==> config.mk <==
export PLATFORM = sky130hd
export DESIGN_NAME = adder_bist
export DESIGN_NICKNAME = d
export VERILOG_FILES = /design/src/rtl/adder_bist_pkg.sv /design/src/rtl/bist_vector_gen.sv /design/src/rtl/adder_bist.sv
export SDC_FILE = /design/constraint.sdc
export NUM_CORES = 1
export LEC_CHECK = 0
export CAP_MARGIN = 10
export CORE_MARGIN = 5
export CORE_UTILIZATION = 45
export CTS_CLUSTER_SIZE = 20
export DETAILED_ROUTE_END_ITERATION = 7
export GPL_ROUTABILITY_DRIVEN = 0
export PLACE_DENSITY = 0.73
export SYNTH_ARGS = -nofsm -noshare
export SYNTH_HDL_FRONTEND = slang
export SYNTH_SLANG_ARGS = --single-unit
==> constraint.sdc <==
create_clock -name clk -period 1.82 [get_ports clk]
set_input_delay 0.182 -clock clk [delete_from_list [all_inputs] [get_ports clk]]
set_output_delay 0.182 -clock clk [all_outputs]
set_load 0.03 [all_outputs]
==> src/rtl/adder_bist_pkg.sv <==
// adder_bist_pkg
//   Shared definitions for the adder self-test controller:
//   - state_t     : FSM state encoding (IDLE=0, SETTLE=1, CHECK=2, DONE=3)
//   - sweep_len() : number of {b,a} vectors in an exhaustive sweep of a
//                   WIDTH-bit adder, i.e. 2^(2*WIDTH)
package adder_bist_pkg;

  typedef enum logic [1:0] {
    IDLE   = 2'd0,
    SETTLE = 2'd1,
    CHECK  = 2'd2,
    DONE   = 2'd3
  } state_t;

  function automatic int unsigned sweep_len(input int unsigned width);
    return 32'd1 << (2 * width);
  endfunction

endpackage

==> src/rtl/bist_vector_gen.sv <==
// bist_vector_gen
//   Vector counter and settle counter for the adder self-test.
//   Ports:
//     clk, reset : system clock, synchronous active-high reset
//     load       : start a sweep: vector <= 0, settle counter reloaded
//     advance    : step to the next vector, settle counter reloaded
//     tick       : count one settle cycle down (ignored at zero)
//     vector     : current {b,a}; a is the low WIDTH bits
//     last       : vector is the final one of the sweep (N-1)
//     settled    : settle counter has reached zero
//   load has priority over advance, advance over tick.
module bist_vector_gen
  import adder_bist_pkg::*;
#(
  parameter int WIDTH         = 1,
  parameter int SETTLE_CYCLES = 2
) (
  input  logic                 clk,
  input  logic                 reset,
  input  logic                 load,
  input  logic                 advance,
  input  logic                 tick,
  output logic [2*WIDTH-1:0]   vector,
  output logic                 last,
  output logic                 settled
);

  localparam int          VW       = 2 * WIDTH;
  localparam int unsigned N        = sweep_len(WIDTH);
  localparam logic [VW-1:0] LAST_VEC = VW'(N - 1);
  localparam logic [VW-1:0] VEC_ONE  = VW'(1);
  // Counter holds SETTLE_CYCLES-1 so that a reload plus the zero cycle
  // gives exactly SETTLE_CYCLES cycles in SETTLE.
  localparam logic [3:0]  RELOAD   = 4'(SETTLE_CYCLES - 1);

  logic [3:0] settle_cnt;

  always_ff @(posedge clk) begin
    if (reset) begin
      vector     <= '0;
      settle_cnt <= '0;
    end else if (load) begin
      vector     <= '0;
      settle_cnt <= RELOAD;
    end else if (advance) begin
      vector     <= vector + VEC_ONE;
      settle_cnt <= RELOAD;
    end else if (tick && settle_cnt != 4'd0) begin
      settle_cnt <= settle_cnt - 4'd1;
    end
  end

  assign last    = (vector == LAST_VEC);
  assign settled = (settle_cnt == 4'd0);

endmodule

==> src/rtl/adder_bist.sv <==
// adder_bist
//   Synthesizable exhaustive self-test for a WIDTH-bit adder (half adder
//   when WIDTH=1). Sweeps every {b,a}, holds each for SETTLE_CYCLES
//   (legal 1..15), then compares {dut_c_out,dut_sum} against a+b.
//   Ports:
//     clk, reset   : system clock, synchronous active-high reset
//     start        : one-cycle request, honoured only in IDLE or DONE;
//                    ignored while a sweep is running
//     dut_a, dut_b : registered operands to the adder under test
//     dut_sum, dut_c_out : adder results
//     busy         : sweep in progress (SETTLE or CHECK)
//     done, pass   : sweep finished / finished with no mismatch
//     err_count    : mismatching vectors in the last sweep
//     fail_valid, fail_vector : first failing {b,a} (0 when none)
//     fsm_state    : current controller state, for observation
module adder_bist
  import adder_bist_pkg::*;
#(
  parameter int WIDTH         = 1,
  parameter int SETTLE_CYCLES = 2
) (
  input  logic                 clk,
  input  logic                 reset,
  input  logic                 start,
  output logic [WIDTH-1:0]     dut_a,
  output logic [WIDTH-1:0]     dut_b,
  input  logic [WIDTH-1:0]     dut_sum,
  input  logic                 dut_c_out,
  output logic                 busy,
  output logic                 done,
  output logic                 pass,
  output logic [2*WIDTH:0]     err_count,
  output logic                 fail_valid,
  output logic [2*WIDTH-1:0]   fail_vector,
  output state_t               fsm_state
);

  localparam int             VW      = 2 * WIDTH;
  localparam logic [VW:0]    ERR_ONE = (VW + 1)'(1);

  state_t state, state_next;

  logic          load, advance, tick, check_en, clear;
  logic [VW-1:0] vector;
  logic          last, settled;
  logic [WIDTH:0] golden, observed;
  logic          mismatch;

  bist_vector_gen #(
    .WIDTH         (WIDTH),
    .SETTLE_CYCLES (SETTLE_CYCLES)
  ) u_vector_gen (
    .clk     (clk),
    .reset   (reset),
    .load    (load),
    .advance (advance),
    .tick    (tick),
    .vector  (vector),
    .last    (last),
    .settled (settled)
  );

  always_ff @(posedge clk) begin
    if (reset) begin
      state <= IDLE;
    end else begin
      state <= state_next;
    end
  end

  always_comb begin
    state_next = state;
    load       = 1'b0;
    advance    = 1'b0;
    tick       = 1'b0;
    check_en   = 1'b0;
    clear      = 1'b0;
    case (state)
      IDLE, DONE: begin
        if (start) begin
          load       = 1'b1;
          clear      = 1'b1;
          state_next = SETTLE;
        end
      end
      SETTLE: begin
        if (settled) begin
          state_next = CHECK;
        end else begin
          tick = 1'b1;
        end
      end
      CHECK: begin
        check_en = 1'b1;
        if (last) begin
          state_next = DONE;
        end else begin
          advance    = 1'b1;
          state_next = SETTLE;
        end
      end
      default: state_next = IDLE;
    endcase
  end

  // Golden result is the zero-extended WIDTH+1 bit sum of the operands.
  assign golden   = {1'b0, dut_a} + {1'b0, dut_b};
  assign observed = {dut_c_out, dut_sum};
  assign mismatch = (observed != golden);

  always_ff @(posedge clk) begin
    if (reset || clear) begin
      err_count   <= '0;
      fail_valid  <= 1'b0;
      fail_vector <= '0;
    end else if (check_en && mismatch) begin
      err_count <= err_count + ERR_ONE;
      if (!fail_valid) begin
        fail_valid  <= 1'b1;
        fail_vector <= vector;
      end
    end
  end

  assign dut_a     = vector[WIDTH-1:0];
  assign dut_b     = vector[VW-1:WIDTH];
  assign busy      = (state == SETTLE) || (state == CHECK);
  assign done      = (state == DONE);
  assign pass      = done && (err_count == '0);
  assign fsm_state = state;

endmodule

Word level (Yosys, flattened, before mapping). Cells that the tools add are included.

Bitwise gates (word level): 1. Equal/unequal tests: 7. Add/sub/neg operators: 4. Muxes and demuxes: 14. Reduce and logical (&&, ||, !) cells: 15.

Operators by type and width (count): 1-bit two-way mux (10); 2-bit equality test (second input constant) (3); 2-bit two-way mux (3); 2-bit case mux with 3 select lines (1); 4-bit logical NOT (1); 2-bit != test (second input constant) (2); 2-bit AND reduction (2); 4-bit nonzero test (1); 2-bit OR reduction (2); 4-bit by 1-bit subtractor with 4-bit output (second input constant) (1); 3-bit by 1-bit adder with 3-bit output (second input constant) (1); 1-bit logical AND (3); 3-bit logical NOT (1); 3-bit nonzero test (1); 3-bit OR reduction (1); 1-bit by 1-bit adder with 2-bit output (1); 2-bit by 1-bit adder with 2-bit output (second input constant) (1); 2-bit by 1-bit equality test with 1-bit output (second input constant) (1); 2-bit logical NOT (1); 1-bit logical OR (2); 2-bit != test (1); 1-bit inverter (1).

Input bits: 5. Register bits: 14. Output and inout bits: 13.

Longest topological paths before layout. Gate-level depths: netlist of the first run.

Depth in word-level cells: 7. Depth in mapped cells: 6.

Cells and area by module. Synthesis of the first run repeated with hierarchy kept, for this count alone.

Cell total of the unflattened synthesis: 92. Area total of the unflattened synthesis: 793.3 µm².

By module, submodules not included: adder_bist (instances 1, seq. area each 160.2 µm², cells an instance 59, area each 494.2 µm²); bist_vector_gen (instances 1, seq. area each 120.1 µm², cells an instance 33, area each 299.0 µm²).

Least setup slack after synthesis of the first run. OpenSTA, ideal clock, no wires.

Path type: register -> register. From: register state[0] (netlist: fsm_state[0]). To: register state[0] (netlist: fsm_state[0]). Cell stages (with the launch flop): 6. Path slack: -0.075 ns. Data required time: 1.697 ns. Arrival: 1.772 ns. Clock period less this slack: 1.895 ns. Path through: dfxtp_1 > inv_1 > ha_1 > inv_1 > a2bb2oi_1 > mux2_1.

Longest elaborated chain between the ends: 4. Elaborated cells on any way between the ends: 9. Those cells by class: eq/ne (5); mux (1); reduce/logical (3).

RTL lines: start, declared (RTL line adder_bist.sv:41) `state_t state, state_next;`; start signal, assigned (RTL line adder_bist.sv:67) `state <= state_next;`; 2-bit equality test / 2-bit logical NOT (equally long branches) (RTL line adder_bist.sv:78) `case (state)`; 2-bit OR reduction (RTL line adder_bist.sv:78); 2-bit != test (no line); 2-bit AND reduction (no line).

Parallel ways exist; a longest one is shown, timed or not. A chain may end at the register's enable or synchronous reset.

Worst setup path in the final report of the first run.
From: register state[1] (netlist: fsm_state[1]). To: output port done.

Longest elaborated chain between the ends: 1.

RTL lines: 2-bit equality test (RTL line adder_bist.sv:128) `assign done = (state == DONE);`; end, declared (RTL line adder_bist.sv:30) `output logic done,`.

No other way between the ends.

==> impl_metrics.py, run 1 <==
metrics = {
    "setup_path": {
        "slowest_stage": "clkdlybuf4s50_1",
        "path_class": "reg2out",
        "crit_arrival_ns": 1.52,
        "cp-start-kind": "flop",
        "slowest_delay_ns": 0.67,
        "crit_chain": "ha_1 -> clkdlybuf4s50_1",
        "rr_worst_depth": 5,
        "r2r_start": "u_vector_gen.settle_cnt[0]$_SDFFE_PP0P_",
        "cp_data_required_time_ns": 1.64,
        "crit_path_end_kind": "output pin",
        "startpoint": "fsm_state[1]$_SDFFE_PP0P_",
        "path_max_fanout": 4,
    },
    "hold_path": {
        "min_path_cells": 2,
        "worstHoldStart": "fail_vector[1]$_SDFFE_PP0P_",
        "hp-class": "reg2reg",
    },
    "power_and_ir_drop": {
        "p_int_mw": 0.682,
        "seq_power_share_pct": 34.6,
        "swShare_pct": 38.4,
        "power.switching_mw": 0.425,
        "total_power_mw": 1.11,
        "p_leak_nw": 0.393,
        "power_frac_clock_pct": 19.9,
        "powerDensity_nw_per_um2": 1110,
        "pwr-share-comb_pct": 45.5,
        "ir_drop_uv": 817,
    },
    "floorplan": {
        "coreArea_um2": 1560,
        "num_rows": 14,
        "die_w_um": 51.2,
        "die_y_um": 51.2,
        "die_area_um2": 2620,
        "start_util_pct": 49.0,
        "io_pins": 18,
    },
    "clock_tree": {
        "path_clk_slew_ns": 0.09,
        "ctsHoldBuffers": 0,
        "clkLatencyLatePin_ns": 0.27,
        "clockBufferDepth": 2,
        "cts-root-buf": "clkbuf_4",
        "h-tree-depth": 1,
        "cts_sinks": 14,
        "cts_buffers": 3,
        "cts_tree": "built",
    },
    "routing": {
        "drtIter0Drc": 9,
        "ant_nets": 0,
        "num_vias": 635,
        "wl_um": 1480,
        "routed_via_density": 5.16,
        "wl_per_cell_um": 12.0,
        "drt-pass1-iter-count": 3,
        "drcViolationCount": 0,
    },
    "synth": {
        "yosysTopAreaCell": "dfxtp_1",
        "yosysSeqAreaShare_pct": 36.7,
        "synth_area_leaders": "dfxtp_1, ha_1, mux2i_1",
        "ys_types": 26,
        "synth.cell_area_um2": 763,
        "synth.net_count": 99,
        "synthCells": 86,
        "synth_seq_cells": 14,
        "yosysWarnings": 0,
        "synth_top_cell_area_share_pct": 36.7,
        "avgSynthCellArea_um2": 8.87,
    },
    "flow_run": {
        "cap_viol_max_count": 0,
    },
    "global_routing": {
        "grt_pass1_wl_um": 2550,
        "antenna_found_initial": 0,
        "grt_max_degree": 9,
        "gr-total-overflow": 0,
        "grt_usage_pct": 12.4,
        "grt_pass1_vias": 630,
    },
    "cells_and_area": {
        "fin_nets": 121,
        "drive_gt1_share_pct": 6.54,
        "final_cells": 123,
        "final_common_cell": "clkdlybuf4s50_1",
        "diodes": 0,
        "multi_input_area_um2": 445,
        "fin_util_pct": 63.9,
        "fin_area_um2": 996,
        "final_cell_mix": "clkdlybuf4s50_1, dfxtp_1, nand2_1, inv_1, ha_1",
        "ff_latch_area_um2": 282,
        "fill_cells": 137,
        "syn_to_final_growth_pct": 30.5,
    },
    "sta": {
        "fin_skew_ns": 0.00128,
        "setup_tns_ns": 0,
        "final_hold_viol_count": 0,
        "period_share_pct": 93.7,
        "min_period_ns": 1.71,
        "rsz0062_at_grt": "no",
        "slew_violations": 0,
        "worstMarginPinSlew_ns": 0.362,
        "max_freq_mhz": 586,
        "setup_viol_count_final": 0,
        "slew_headroom_pct": 75.3,
    },
    "place": {
        "dp_hpwl_um": 1150,
        "port_buffers": 17,
        "dpl_cell_area_um2": 962,
        "place_inst": 119,
    },
    "status": {
        "status": "complete, no violations",
    },
}
-- critical path, delay by kind of cell, from the launching register on --
family / cells / cell delay, ns
adders and majority gates: 1 / 0.19
buffers and inverters: 1 / 0.67
DFF: 1 / 0.39
-- worst paths after layout --
kind                                               endpoint  slack, ns
worst max-delay path                                   done       0.11
worst min-delay path            fail_vector[1]$_SDFFE_PP0P_       0.47
worst max register to register    fsm_state[0]$_SDFFE_PP0P_       0.14
worst min register to register  fail_vector[1]$_SDFFE_PP0P_       0.47
-- layer usage --
layer | vias to the layer above | GRT usage [%] | part of all wire, %
met2 | 8 | 19.3 | 47
li1 | 338 | - | -
met4 | 0 | 4.04 | 0.88
met3 | 2 | 2.91 | 2.6
met5 | - | 0 | 0
met1 | 287 | 17.0 | 50
-- Yosys cell counts --
| library cell | n |
|---|---|
| dfxtp_1 | 14 |
| nor2_1 | 4 |
| o32ai_1 | 1 |
| o21ai_0 | 1 |
| a2111oi_0 | 1 |
| nand2_1 | 11 |
| or3_1 | 2 |
| ha_1 | 8 |
| clkbuf_1 | 2 |
| nand2b_1 | 3 |
| mux2_1 | 1 |
| inv_1 | 8 |
| xor2_1 | 1 |
| a2bb2oi_1 | 1 |
| o211ai_1 | 1 |
| a21oi_1 | 6 |
| o21a_1 | 1 |
| nor3_1 | 3 |
| a211oi_1 | 2 |
| or3b_1 | 1 |
| nor2b_1 | 1 |
| mux2i_1 | 6 |
| a21boi_1 | 1 |
| xnor2_1 | 3 |
| and2_1 | 2 |
| or4b_1 | 1 |
-- final cells by class --
type | instances | area share, %
Clock buffer | 4 | 3.64
Inverter | 8 | 3.02
Sequential cell | 14 | 28.3
Tap cell | 16 | 2.01
Multi-Input combinational cell | 62 | 44.7
Timing Repair Buffer | 19 | 18.3
-- registers in the layout, summed over array words and instances, names as in the netlist --
register and cells:
err_count 3, u_vector_gen.settle_cnt 4, fsm_state 2, u_vector_gen.vector 2, fail_valid 1, fail_vector 2
-- per-stage QoR --
stage	worst slack, ns	hold slack [ns]
floorplan	0.0546	0.430
global placement	0.173	0.448
detailed placement	0.148	0.457
CTS	0.105	0.470
global route	0.0446	0.492
finish	0.114	0.469
-- power by group through the flow --
stage	clock [mW]	sequential (mW)	combinational, mW
floorplan	0	0.427	0.316
global placement	0	0.388	0.505
CTS	0.225	0.383	0.507
finish	0.220	0.383	0.504
global route	0.240	0.392	0.549
detailed placement	0	0.392	0.514
-- what timing repair did --
action / CTS / global route
buffers inserted: 0 / 0
setup endpoints to repair: 2 / 0
endpoints found under the hold margin: 0 / 0
gates resized for setup: 2 / 0
-- cell families (layout without fill, tap and decap cells) --
| logic type | after synthesis | after routing | share of synthesized area [%] |
|---|---|---|---|
| AO/OA/AOI/OAI | 15 | 15 | 13.0 |
| XOR/XNOR | 4 | 4 | 4.59 |
| adder cells (fa/ha/maj) | 8 | 8 | 13.1 |
| buffers and inverters | 10 | 31 | 4.92 |
| flip-flops | 14 | 14 | 36.7 |
| multiplexers | 7 | 7 | 9.34 |
| AND/OR/NAND/NOR | 28 | 28 | 18.4 |
No activity file was read; power rests on OpenSTA's default activity.
==> inputs of run 2 (changes only) <==
==> constraint.sdc (replaced) <==
create_clock -name clk -period 1.82 [get_ports clk]
set_input_delay 0.182 -clock clk [delete_from_list [all_inputs] [get_ports clk]]
set_output_delay 0.182 -clock clk [all_outputs]
set_load 0.02 [all_outputs]
==> run 2 against run 1 <==
Compared with the run above:
- setup slack improved by 0.025 ns
- power fell by 0.36%
- core utilization rose by 0.80 points
- combinational power rose by 0.8%
- clock skew rose by 0.0035 ns
- clock-buffer cell count stayed put
- maximum frequency rose by 1.5%
- sequential share of layout area down 0.47 points
- hold slack lost 0.0032 ns
- flip-flop and latch count unchanged
- first-iteration DRC count fell by 11%
==> impl_metrics.py, run 2 (same netlist as run 1, synthesis figures left out) <==
metrics = {
    "sta": {
        "slew_headroom_pct": 75.7,
        "setup_viol_count_final": 0,
        "setup_tns_ns": 0,
        "rsz0062_at_grt": "no",
        "fin_skew_ns": 0.00483,
        "worstMarginPinSlew_ns": 0.356,
        "slew_violations": 0,
        "min_period_ns": 1.68,
        "final_hold_viol_count": 0,
        "period_share_pct": 92.3,
        "timing.final.ws_setup_ns": 0.140,
        "max_freq_mhz": 595,
    },
    "setup_path": {
        "crit_family": "buffers and inverters",
        "cp_data_required_time_ns": 1.64,
        "crit_path_end_kind": "output pin",
        "rr_worst_depth": 5,
        "crit_chain": "buf_4 -> ha_1 -> clkdlybuf4s50_1",
        "reg2reg_setup_slack_ns": 0.16,
        "crit_arrival_ns": 1.50,
        "crit_buf_inv": 2,
        "cp-start-kind": "flop",
        "slowest_stage": "clkdlybuf4s50_1",
        "slowest_delay_ns": 0.61,
        "path_max_fanout": 4,
        "startpoint": "fsm_state[0]$_SDFFE_PP0P_",
        "path_class": "reg2out",
        "r2r_start": "u_vector_gen.settle_cnt[0]$_SDFFE_PP0P_",
        "r2r_end": "fsm_state[0]$_SDFFE_PP0P_",
    },
    "routing": {
        "wl_per_cell_um": 11.9,
        "drt-pass1-iter-count": 4,
        "drcViolationCount": 0,
        "drtIter0Drc": 8,
        "ant_nets": 0,
        "num_vias": 649,
        "wl_um": 1470,
        "routed_via_density": 5.23,
    },
    "clock_tree": {
        "cts_sinks": 14,
        "clkLatencyLatePin_ns": 0.28,
        "h-tree-depth": 1,
        "clockBufferDepth": 2,
        "cts_buffers": 3,
        "ctsHoldBuffers": 0,
        "post_cts_buffers": 0,
        "cts_tree": "built",
        "path_clk_slew_ns": 0.09,
        "cts-root-buf": "clkbuf_4",
    },
    "cells_and_area": {
        "final_cells": 124,
        "final_common_cell": "clkdlybuf4s50_1",
        "largest_reg_flops": 4,
        "final_cell_mix": "clkdlybuf4s50_1, dfxtp_1, nand2_1, inv_1, ha_1",
        "regMostFlops": "u_vector_gen.settle_cnt",
        "ff_latch_area_um2": 280,
        "fin_nets": 122,
        "multi_input_area_um2": 452,
        "fill_cells": 130,
        "drive_gt1_share_pct": 7.41,
        "diodes": 0,
        "syn_to_final_growth_pct": 32.1,
        "reg_top3": "u_vector_gen.settle_cnt x4, err_count x3",
    },
    "power_and_ir_drop": {
        "ir_drop_uv": 960,
        "p_leak_nw": 0.398,
        "total_power_mw": 1.10,
        "powerDensity_nw_per_um2": 1090,
    },
    "place": {
        "port_buffers": 17,
        "pre_cts_slack_ns": 0.146,
        "place_inst": 120,
        "dp_hpwl_um": 1160,
    },
    "floorplan": {
        "die_y_um": 51.2,
        "num_rows": 14,
        "coreArea_um2": 1560,
        "die_w_um": 51.2,
        "start_util_pct": 49.0,
        "die_area_um2": 2620,
        "io_pins": 18,
    },
    "global_routing": {
        "gr-total-overflow": 0,
        "grt_max_degree": 12,
        "grt_pass1_vias": 605,
        "antenna_found_initial": 0,
        "grt_pass1_wl_um": 2660,
        "grt_usage_pct": 13.2,
    },
    "hold_path": {
        "whs_endpoint": "fail_vector[1]$_SDFFE_PP0P_",
        "min_path_cells": 2,
        "hp-class": "reg2reg",
        "worstHoldStart": "fail_vector[1]$_SDFFE_PP0P_",
    },
    "status": {
        "status": "complete, no violations",
    },
    "flow_run": {
        "cap_viol_max_count": 0,
    },
}
==> run 2: per-stage QoR <==
step	util, %	instance area, um^2	hold WS, ns
after global placement	62.1	968	0.442
after global routing	64.7	1010	0.493
after floorplan	-	763	0.430
after detailed placement	62.1	968	0.452
after CTS	64.3	1000	0.471
final	64.7	1010	0.466
==> run 2: per-layer routing <==
metal | global-route usage, % | vias to the layer above | part of all wire, %
met2 | 19.1 | 12 | 42
met4 | 6.73 | 0 | 1.6
met3 | 2.91 | 4 | 3.5
met5 | 0 | - | 0
met1 | 18.3 | 293 | 52
li1 | - | 340 | -
==> run 2: worst min-delay path, cell delays in order, from the launching register on <==
cell	delay, ns
dfxtp_1	0.32
nand2_1	0.05
mux2i_1	0.05
==> run 2: worst max path at each step <==
stage | slack [ns] | endpoint | cells past startpoint
2_1_floorplan | 0.07 | fsm_state[0]$_SDFFE_PP0P_ | 5
5_1_grt | 0.02 | u_vector_gen.settle_cnt[0]$_SDFFE_PP0P_ | 5
3_3_place_gp | 0.23 | fsm_state[0]$_SDFFE_PP0P_ | 5
4_1_cts | 0.12 | done | 3
6_report | 0.14 | done | 3
3_5_place_dp | 0.15 | fsm_state[0]$_SDFFE_PP0P_ | 5
==> run 2: area by class of cell <==
cell class                 instances  share of cell area, %
clock buffer                       4                   3.60
sequential                        14                   27.8
multi-input combinational         62                   44.8
tap                               16                   1.99
inverter                           8                   2.98
timing repair buffer              20                   18.9
==> run 2: power breakdown <==
group / internal (mW) / switching [mW] / leakage [nW]
registers: 0.345 / 0.0267 / 0.114
clock network: 0.122 / 0.101 / 0.0210
logic: 0.228 / 0.280 / 0.264
total: 0.694 / 0.408 / 0.398
==> run 2: repair_timing <==
action                                  CTS  global route
gates resized for setup                   2             1
cloned                                    0             0
endpoints found under the setup margin    2             1
pin swaps                                 0             0
